$ cat config.mk
export PLATFORM = sky130hd
export DESIGN_NAME = imem_linebuf
export DESIGN_NICKNAME = d
export VERILOG_FILES = /design/src/rtl/imem_pkg.sv /design/src/rtl/imem_line.sv /design/src/rtl/imem_linebuf.sv
export SDC_FILE = /design/constraint.sdc
export NUM_CORES = 1
export LEC_CHECK = 0
export ABC_CLOCK_PERIOD_IN_PS = 4900
export CAP_MARGIN = 20
export CORE_AREA = 2 2 150 152
export CTS_CLUSTER_DIAMETER = 50
export DETAILED_ROUTE_END_ITERATION = 10
export DIE_AREA = 0 0 152 154
export PLACE_DENSITY = 0.67
export SKIP_CTS_REPAIR_TIMING = 1
export SLEW_MARGIN = 20
export SYNTH_ARGS = -nofsm -noshare
export SYNTH_HDL_FRONTEND = slang
export SYNTH_HIERARCHICAL = 1
export SYNTH_SLANG_ARGS = --single-unit
$ cat constraint.sdc
create_clock -name clk -period 4.9 [get_ports clk]
set_clock_uncertainty 0.05 [all_clocks]
set_input_delay 0.49 -clock clk [delete_from_list [all_inputs] [get_ports clk]]
set_output_delay 0.49 -clock clk [all_outputs]
set_load 0.005 [all_outputs]
$ cat src/rtl/imem_pkg.sv
// imem_pkg: shared FSM state, line geometry helper and NOP encoding
// for the instruction line buffer (see IMEM_LINEBUF_2WAY_EN in top).
package imem_pkg;

  localparam logic [31:0] INST_NOP = 32'h0000_0013;

  typedef enum logic [1:0] {
    IDLE,
    FILL,
    DRAIN
  } imem_state_e;

  function automatic int line_ofs_bits(input int words);
    return $clog2(words) + 2;
  endfunction

endpackage

$ cat src/rtl/imem_line.sv
// imem_line: one line-buffer entry with a word write port and a
// combinational tag/word lookup port.
module imem_line
  import imem_pkg::*;
#(
  parameter int LINE_WORDS = 4,
  parameter int TAG_W      = 28,
  parameter int IDX_W      = 2
) (
  input  logic             clk,
  input  logic             rst,
  input  logic             wr_en,
  input  logic [IDX_W-1:0] wr_idx,
  input  logic [31:0]      wr_data,
  input  logic             set_en,
  input  logic [TAG_W-1:0] set_tag,
  input  logic             clr,
  input  logic [TAG_W-1:0] lk_tag,
  input  logic [IDX_W-1:0] lk_idx,
  output logic             hit,
  output logic [31:0]      lk_word
);

  logic             valid_q, valid_d;
  logic [TAG_W-1:0] tag_q, tag_d;
  logic [31:0]      words_q [LINE_WORDS];
  logic [31:0]      words_d [LINE_WORDS];

  // clear wins so a flush on the final beat leaves the line invalid
  always_comb begin
    valid_d = valid_q;
    tag_d   = tag_q;
    words_d = words_q;
    if (wr_en) words_d[wr_idx] = wr_data;
    if (set_en) begin
      valid_d = 1'b1;
      tag_d   = set_tag;
    end
    if (clr) valid_d = 1'b0;
  end

  always_ff @(posedge clk or posedge rst) begin
    if (rst) begin
      valid_q <= 1'b0;
      tag_q   <= '0;
    end else begin
      valid_q <= valid_d;
      tag_q   <= tag_d;
    end
  end

  always_ff @(posedge clk) begin
    words_q <= words_d;
  end

  assign hit     = valid_q && (tag_q == lk_tag);
  assign lk_word = words_q[lk_idx];

endmodule

$ cat src/rtl/imem_linebuf.sv
// imem_linebuf: fetch-side line buffer with word-serial refill.
// IMEM_LINEBUF_2WAY_EN selects two associative entries instead of one.
module imem_linebuf
  import imem_pkg::*;
#(
  parameter int LINE_WORDS = 4,
  parameter int ADDR_W     = 32
) (
  input  logic              clk,
  input  logic              rst,
  input  logic [ADDR_W-1:0] i_mem_addr,
  output logic [31:0]       i_mem_data,
  output logic              i_mem_stall,
  input  logic              flush,
  output logic              bus_req,
  output logic [ADDR_W-1:0] bus_addr,
  input  logic              bus_ack,
  input  logic [31:0]       bus_rdata
);

  localparam int OFS = line_ofs_bits(LINE_WORDS);
  localparam int IW  = OFS - 2;
  localparam int TW  = ADDR_W - OFS;
`ifdef IMEM_LINEBUF_2WAY_EN
  localparam int NW  = 2;
`else
  localparam int NW  = 1;
`endif

  imem_state_e       state_q, state_d;
  logic [TW-1:0]     tag_q, tag_d;
  logic [IW-1:0]     cnt_q, cnt_d;
  logic              bus_req_q, bus_req_d;
  logic [ADDR_W-1:0] bus_addr_q, bus_addr_d;
  logic              vic;
  logic              fill_done;

  logic [TW-1:0]     lk_tag;
  logic [IW-1:0]     lk_idx;
  logic [NW-1:0]     hit, wr_en, set_en, clr, wsel;
  logic [31:0]       word [NW];
  logic              hit_any, last;
  logic              unused_ofs;

  assign lk_tag     = i_mem_addr[ADDR_W-1:OFS];
  assign lk_idx     = i_mem_addr[OFS-1:2];
  assign unused_ofs = ^i_mem_addr[1:0];
  assign last       = cnt_q == IW'(LINE_WORDS - 1);

  for (genvar w = 0; w < NW; w++) begin : g_way
    imem_line #(
      .LINE_WORDS(LINE_WORDS),
      .TAG_W     (TW),
      .IDX_W     (IW)
    ) u_line (
      .clk    (clk),
      .rst    (rst),
      .wr_en  (wr_en[w]),
      .wr_idx (cnt_q),
      .wr_data(bus_rdata),
      .set_en (set_en[w]),
      .set_tag(tag_q),
      .clr    (clr[w]),
      .lk_tag (lk_tag),
      .lk_idx (lk_idx),
      .hit    (hit[w]),
      .lk_word(word[w])
    );
  end

  always_comb begin
    hit_any    = 1'b0;
    i_mem_data = INST_NOP;
    for (int w = 0; w < NW; w++) begin
      if (hit[w]) begin
        hit_any    = 1'b1;
        i_mem_data = word[w];
      end
    end
  end

  assign i_mem_stall = !hit_any;

  always_ff @(posedge clk or posedge rst) begin
    if (rst) state_q <= IDLE;
    else     state_q <= state_d;
  end

  // final ack outranks flush: a late flush still ends the burst
  always_comb begin
    state_d = state_q;
    unique case (state_q)
      IDLE:    if (!hit_any) state_d = FILL;
      FILL: begin
        if (bus_ack && last) state_d = IDLE;
        else if (flush)      state_d = DRAIN;
      end
      DRAIN:   if (bus_ack && last) state_d = IDLE;
      default: state_d = IDLE;
    endcase
  end

  always_comb begin
    tag_d      = tag_q;
    cnt_d      = cnt_q;
    bus_req_d  = bus_req_q;
    bus_addr_d = bus_addr_q;
    wr_en      = '0;
    set_en     = '0;
    fill_done  = 1'b0;
    clr        = {NW{flush}};
    for (int w = 0; w < NW; w++) wsel[w] = vic == 1'(w);
    case (state_q)
      IDLE: begin
        if (!hit_any) begin
          tag_d      = lk_tag;
          cnt_d      = '0;
          bus_req_d  = 1'b1;
          bus_addr_d = {lk_tag, OFS'(0)};
          clr        = clr | wsel;
        end
      end
      FILL, DRAIN: begin
        if (bus_ack) begin
          wr_en = wsel;
          cnt_d = cnt_q + 1'b1;
          if (last) begin
            bus_req_d = 1'b0;
            if (state_q == FILL && !flush) begin
              set_en    = wsel;
              fill_done = 1'b1;
            end
          end else begin
            bus_addr_d = bus_addr_q + ADDR_W'(4);
          end
        end
      end
      default: ;
    endcase
  end

  always_ff @(posedge clk or posedge rst) begin
    if (rst) begin
      tag_q      <= '0;
      cnt_q      <= '0;
      bus_req_q  <= 1'b0;
      bus_addr_q <= '0;
    end else begin
      tag_q      <= tag_d;
      cnt_q      <= cnt_d;
      bus_req_q  <= bus_req_d;
      bus_addr_q <= bus_addr_d;
    end
  end

`ifdef IMEM_LINEBUF_2WAY_EN
  logic vic_q, vic_d;

  assign vic_d = vic_q ^ fill_done;
  assign vic   = vic_q;

  always_ff @(posedge clk or posedge rst) begin
    if (rst) vic_q <= 1'b0;
    else     vic_q <= vic_d;
  end
`else
  logic unused_fill;

  assign vic         = 1'b0;
  assign unused_fill = fill_done;
`endif

  assign bus_req  = bus_req_q;
  assign bus_addr = bus_addr_q;

endmodule

Yosys cells after proc, flatten, opt, wreduce, memory -nomap -nowiden
Index checks and enable logic that the tools add are counted.
Widths: inputs -> output; s select.
{"block": "classes", "n_addsub": 2, "order_cmp": 3, "n_eq_ne": 10, "muxes": 34, "bitwise": 3, "n_reduce_logical": 15}
{"operator": "$mux 32", "count": 7}
{"operator": "$bwmux 128", "count": 1}
{"operator": "$bmux 32 s2", "count": 1}
{"operator": "$demux 32 s2", "count": 1}
{"operator": "$pmux 32 s2", "count": 1}
{"operator": "$add 32x3->32 const B", "count": 1}
{"operator": "$eq 28x28->1", "count": 1}
{"operator": "$mux 1", "count": 14}
{"operator": "$mux 2", "count": 6}
{"operator": "$ne 2x2->1 const B", "count": 5}
{"operator": "$reduce_and 4->1", "count": 2}
{"operator": "$ge 3x3->1 const B", "count": 2}
{"operator": "$not 2->3", "count": 2}
{"operator": "$pmux 2 s3", "count": 1}
{"operator": "$reduce_and 3->1", "count": 2}
{"operator": "$eq 2x2->1 const B", "count": 2}
{"operator": "$logic_and 1x1->1", "count": 4}
{"operator": "$pmux 2 s2", "count": 1}
{"operator": "$reduce_bool 2->1", "count": 2}
{"operator": "$lt 3x1->1 const B", "count": 1}
{"operator": "$ne 3x3->1 const B", "count": 1}
{"operator": "$add 2x1->2 const B", "count": 1}
{"operator": "$eq 2x1->1 const B", "count": 1}
{"operator": "$logic_not 1->1", "count": 2}
{"operator": "5 further kinds", "count": 5}
{"block": "word_totals", "register_bits": 222, "in_bits": 68, "output_inout_bits": 66, "word_cells": 78}

Depth between registers and ports, before layout
{"block": "depth", "ltp_word": 8, "depth_mapped": 10, "depth_no_buf": 9}

Modules after synthesis
Netlist, hierarchy kept.
{"module": "imem_line", "n_inst": 1, "cells_each": 273, "area_per_inst_um2": 6033.3, "seq_area_each_um2": 4569.4}
{"module": "imem_linebuf", "n_inst": 1, "cells_each": 388, "area_per_inst_um2": 3592.2, "seq_area_each_um2": 1576.5}

Worst setup path after synthesis
OpenSTA, ideal clock, no wires.
{"block": "synth_path", "kind": "reg-to-reg", "start": "register state_q[1]", "end": "register g_way[0].u_line/words_q[100] (netlist bit) (enable)", "setup_time_ns": 0.468, "arrival_time_ns": 3.531, "required_time_ns": 4.382, "path_slack_ns": 0.851, "path_stages_with_launch": 7, "n_path_buf": 1, "period_less_slack_ns": 4.049, "cell_sequence": "dfrtp_1 -> inv_1 -> ha_1 -> clkbuf_1 -> nand2_1 -> inv_1 -> nor3b_1"}
{"block": "synth_between", "elab_chain_cells": 3, "elab_cells_between_ends": 4, "classes_between": "eq/ne: 2; mux: 1; reduce/logical: 1"}
{"element": "start: declaration", "line_no": "imem_linebuf.sv:30", "text": "imem_state_e state_q, state_d;"}
{"element": "start signal: assignment", "line_no": "imem_linebuf.sv:86", "text": "else state_q <= state_d;"}
{"element": "$eq 2x1->1 or $eq 2x2->1 (tied branches)", "line_no": "imem_linebuf.sv:113", "text": "case (state_q)"}
{"element": "$reduce_or 2->1 (*)", "line_no": "imem_linebuf.sv:113"}
{"element": "$mux 1 (*)", "line_no": "imem_linebuf.sv:113"}
{"element": "named net wr_en", "line_no": "imem_linebuf.sv:40", "text": "logic [NW-1:0] hit, wr_en, set_en, clr, wsel;"}
{"element": "end signal: assignment", "line_no": "imem_line.sv:53", "text": "words_q <= words_d;"}
{"element": "end: declaration", "line_no": "imem_line.sv:26", "text": "logic [31:0] words_q [LINE_WORDS];"}
The timed path passes the listed nets; every way through them passes the cells marked *.
A chain may end at the register's enable or synchronous reset.

Final worst setup path
{"block": "layout_path", "start": "input i_mem_addr[4]", "end": "output i_mem_data[24]"}
{"block": "layout_between", "elab_chain_cells": 3}
{"element": "start: declaration", "line_no": "imem_linebuf.sv:11", "text": "input logic [ADDR_W-1:0] i_mem_addr,"}
{"element": "$eq 28x28->1", "line_no": "imem_line.sv:56", "text": "assign hit = valid_q && (tag_q == lk_tag);"}
{"element": "$logic_and 1x1->1", "line_no": "imem_line.sv:56"}
{"element": "named net hit", "line_no": "imem_linebuf.sv:40"}
{"element": "$mux 32", "line_no": "imem_linebuf.sv:75", "text": "if (hit[w]) begin"}
{"element": "end: declaration", "line_no": "imem_linebuf.sv:12", "text": "output logic [31:0] i_mem_data,"}
The timed path passes the listed nets, and every way through them passes these cells.

==> summary.md <==
| Metric | Value |
|---|---|
| Register bit total from synthesis | `220` |
| Clock network latency to the later pin of the worst-skew pair | `0.54 ns` |
| Synthesized instance count | `661` |
| Arr. time, crit path | `3.32 ns` |
| Storage cell area | `0.00615 mm²` |
| Distinct cell type count of the synthesized netlist | `59` |
| Maximum fanout along the worst path | `38` |
| Data required time of the critical path | `4.36 ns` |
| Layout-stage area growth over the synthesis result | `25.9%` |
| DRT Pass-1 Iters | `5` |
| Final global-route overflow total | `0` |
| Filler cell count | `1698` |
| Post-route worst hold slack | `0.347 ns` |
| Total Neg Setup Slack | `0 ns` |
| Violation count after the first detailed-routing iteration | `426` |
| Global-route wire length before repair | `35400 µm` |
| Worst max-slew margin expressed relative to the limit | `0.428` |
| VDD IR max | `0.296 mV` |
| Count of H-tree levels built during CTS | `1` |
| Unrepaired setup endpoints after global routing | `false` |
| Worst setup EP type | `output port` |
| Power per unit of standard cell area | `580 mW/mm²` |
| Detailed-route wire length | `22400 µm` |
| Leakage | `4.52 nW` |
| Max frequency | `259 MHz` |
| Startpoint-to-endpoint class of the critical path | `in2out` |
| Post-Syn Area per Cell | `14.6 µm²` |
| Total half-perimeter wirelength after legalization and detailed placement | `14600 µm` |
| Final period utilization | `0.788` |
| Antenna Diode Count | `0` |
| Number of antenna violations at the first check in global routing | `0` |
| Count of yosys warnings during synthesis | `6` |
| Global-route total usage across every layer | `0.189` |
| Asr flop ratio synth | `0.418` |
| R2R depth | `9` |
| Post-synth EDFFs | `128` |
| Clock buffer count from CTS | `28` |
| Critical path depth in cells | `8` |
| Die X-Extent | `152 µm` |
| Max stage delay cell, worst path | `sky130_fd_sc_hd__clkdlybuf4s50_1` |
| Number of buffer and inverter instances along the worst setup path | `3` |
| RePlAce Congestion | `0.842` |
| Placement Rows | `54` |
| Number of vias in the routed layout | `6200` |
| Worst path top cell family by delay | `buffers and inverters` |
| Most used cell along the critical path | `sky130_fd_sc_hd__clkdlybuf4s50_1` |
| DRC errors left | `0` |
| Slowest cell delay on critical path | `0.53 ns` |
| Clock Tree Buf Depth | `3` |
| Net count reported at finish | `874` |
| Worst Max-Slew Pin Slew | `0.858 ns` |
| Count of buffers inserted at the top-level ports | `129` |
| Number of pins with negative max-slew slack in the final report | `0` |
| Outcome | `complete, no violations` |
| Share of the yosys chip area belonging to registers | `0.639` |
| Startpoint type of the worst setup path | `primary input` |
| Initial core utilization | `0.444` |
| Vertical die dimension | `154 µm` |
| Std-Cell Core Area | `0.0217 mm²` |
| Via/cell ratio | `5.63` |
| Total Die Area | `0.0234 mm²` |
| Post-synthesis instance area | `0.00963 mm²` |
| Share of post-route cells with drive strength above 1 | `0.197` |
| Max-capacitance violation count | `0` |
| Post-DR wirelength/cell | `20.3 µm` |
| Remaining antenna violation count after routing | `0` |
| Post-layout min period | `3.86 ns` |
| Critical path cell sequence | `clkdlybuf4s50_1 -> xor2_1 -> nor4_1 -> nand4_1 -> nor4_4 -> buf_4 -> and2_1 -> clkdlybuf4s50_1` |
| Number of failing hold endpoints at the final stage | `0` |
| Post-synth top flop | `sky130_fd_sc_hd__edfxtp_1` |
| I/O pin count | `134` |
| Vias in the first global route | `6493` |
| Clock root buffer master | `sky130_fd_sc_hd__clkbuf_16` |
| Number of setup violations in the final report | `0` |
| Sinks on Clock Net | `220` |
| Footprint of the multi-input gates | `0.00328 mm²` |
| Clk slew on worst S/H paths | `0.05 ns` |
| CTS tree | `done` |
| Hold WC Path Type | `in2async` |
| Largest net degree at the start of global routing | `64` |
-- worst paths after layout --
path,start,endpoint,slack (ns)
max,i_mem_addr[4],i_mem_data[24],1.04
min,rst,g_way[0].u_line/tag_q[14]$_DFFE_PP0P_,0.35
max reg2reg,g_way[0].u_line/tag_q[16]$_DFFE_PP0P_,tag_q[14]$_DFFE_PP0P_,1.75
min reg2reg,tag_q[8]$_DFFE_PP0P_,g_way[0].u_line/tag_q[8]$_DFFE_PP0P_,0.45
max in group asynchronous,rst,bus_addr[20]$_DFFE_PP0P_,3.71
min in group clk,tag_q[8]$_DFFE_PP0P_,g_way[0].u_line/tag_q[8]$_DFFE_PP0P_,0.45
-- flip-flops by register name, indices dropped and copies added, names as in the netlist --
register              flops
bus_addr                 30
bus_req                   1
cnt_q                     2
g_way.u_line/tag_q       28
g_way.u_line/valid_q      1
g_way.u_line/words_q    128
state_q                   2
tag_q                    28
-- area by class of cell --
cell class	count	area share
clock buffer	36	0.0628
clock inverter	15	0.0124
inverter	9	0.00279
multi-input combinational	398	0.271
sequential	220	0.507
tap	280	0.0289
timing repair buffer	144	0.115
-- report_power, final --
part	total (W)	leakage, nW	internal, W	switching [W]
Clock	0.00196	0.443	0.00116	0.000791
Sequential	0.00287	2.28	0.00251	0.000351
Combinational	0.00222	1.80	0.00104	0.00117
-- cell families after synthesis --
logic type | synth area share
multiplexers | 0.142
adder cells (fa/ha/maj) | 0.00650
buffers and inverters | 0.0233
AO/OA/AOI/OAI | 0.0658
other | 0.000390
flip-flops | 0.639
AND/OR/NAND/NOR | 0.0976
XOR/XNOR | 0.0255
-- worst register-to-register path, delay by kind of cell (launching register included) --
| family | cells | cell delay, ns |
|---|---|---|
| buf+inv | 3 | 0.99 |
| flops | 1 | 0.38 |
| xor+xnor | 1 | 0.16 |
| simple gates | 4 | 1.04 |
| mux | 1 | 0.41 |
-- cell usage after synthesis, types with 2 or more instances --
| library cell | number | area share |
|---|---|---|
| sky130_fd_sc_hd__and3_1 | 12 | 0.0078 |
| sky130_fd_sc_hd__nand3_1 | 12 | 0.0062 |
| sky130_fd_sc_hd__buf_1 | 5 | 0.0020 |
| sky130_fd_sc_hd__or4_1 | 2 | 0.0016 |
| sky130_fd_sc_hd__a22o_1 | 2 | 0.0018 |
| sky130_fd_sc_hd__o221ai_1 | 2 | 0.0018 |
| sky130_fd_sc_hd__nor2_1 | 23 | 0.0090 |
| sky130_fd_sc_hd__nor4_1 | 6 | 0.0039 |
| sky130_fd_sc_hd__nand2_1 | 38 | 0.015 |
| sky130_fd_sc_hd__o21a_1 | 2 | 0.0016 |
| sky130_fd_sc_hd__nand2b_1 | 8 | 0.0052 |
| sky130_fd_sc_hd__xor2_1 | 19 | 0.017 |
| sky130_fd_sc_hd__a2bb2oi_1 | 5 | 0.0045 |
| sky130_fd_sc_hd__o22a_1 | 2 | 0.0018 |
| sky130_fd_sc_hd__clkbuf_1 | 12 | 0.0047 |
| sky130_fd_sc_hd__a211oi_1 | 2 | 0.0016 |
| sky130_fd_sc_hd__nand4_1 | 12 | 0.0078 |
| sky130_fd_sc_hd__o22ai_1 | 12 | 0.0078 |
| sky130_fd_sc_hd__edfxtp_1 | 128 | 0.40 |
| sky130_fd_sc_hd__a311oi_1 | 4 | 0.0036 |
| sky130_fd_sc_hd__buf_6 | 5 | 0.0058 |
| sky130_fd_sc_hd__xnor2_1 | 9 | 0.0082 |
| sky130_fd_sc_hd__mux2i_1 | 2 | 0.0021 |
| sky130_fd_sc_hd__o21ai_0 | 15 | 0.0078 |
| sky130_fd_sc_hd__ha_1 | 5 | 0.0065 |
| sky130_fd_sc_hd__a31oi_1 | 2 | 0.0013 |
| sky130_fd_sc_hd__a31o_2 | 2 | 0.0018 |
| sky130_fd_sc_hd__nor3_1 | 15 | 0.0078 |
| sky130_fd_sc_hd__a21oi_1 | 37 | 0.019 |
| sky130_fd_sc_hd__mux2_2 | 56 | 0.066 |
| sky130_fd_sc_hd__buf_4 | 2 | 0.0016 |
| sky130_fd_sc_hd__buf_2 | 11 | 0.0057 |
| sky130_fd_sc_hd__a22oi_1 | 2 | 0.0016 |
| sky130_fd_sc_hd__inv_1 | 9 | 0.0035 |
| sky130_fd_sc_hd__mux4_2 | 32 | 0.075 |
| sky130_fd_sc_hd__and2_1 | 35 | 0.023 |
| sky130_fd_sc_hd__dfrtp_1 | 92 | 0.24 |
-- placed cells by master (no fill, tap or decap), drive strengths merged, types with 3 or more instances in the layout --
cell type and count:
edfxtp 128, clkdlybuf4s50 128, dfrtp 92, mux2 56, nand2 39, a21oi 37, clkbuf 36, and2 35
mux4 32, nor2 23, xor2 19, o21ai 16, buf 16, nor3 15, nand3 13, inv 13
o22ai 12, and3 12, nand4 12, xnor2 9, nand2b 9, nor4 8, clkinv 8, a2bb2oi 5
ha 5, a311oi 4, a211oi 3
-- metal layers --
metal  track usage  vias to the layer above  part of all wire
li1              -                     2801                 -
met1         0.247                     3140              0.41
met2         0.319                      208              0.50
met3        0.0417                       51             0.064
met4        0.0574                        0             0.024
met5             0                        -                 0
-- per-stage QoR --
stage               cell area [µm²]   util  std cells  setup WS [ns]  total power (W)
floorplan                      9630      -        662          0.851          0.00430
global placement              11200  0.517       1051           1.00          0.00497
detailed placement            11200  0.517       1051           1.02          0.00510
CTS                           12100  0.559       1102           1.01          0.00707
global route                  12100  0.559       1102          0.909          0.00742
finish                        12100  0.559       1102           1.04          0.00704
No activity file was read; power rests on OpenSTA's default activity.
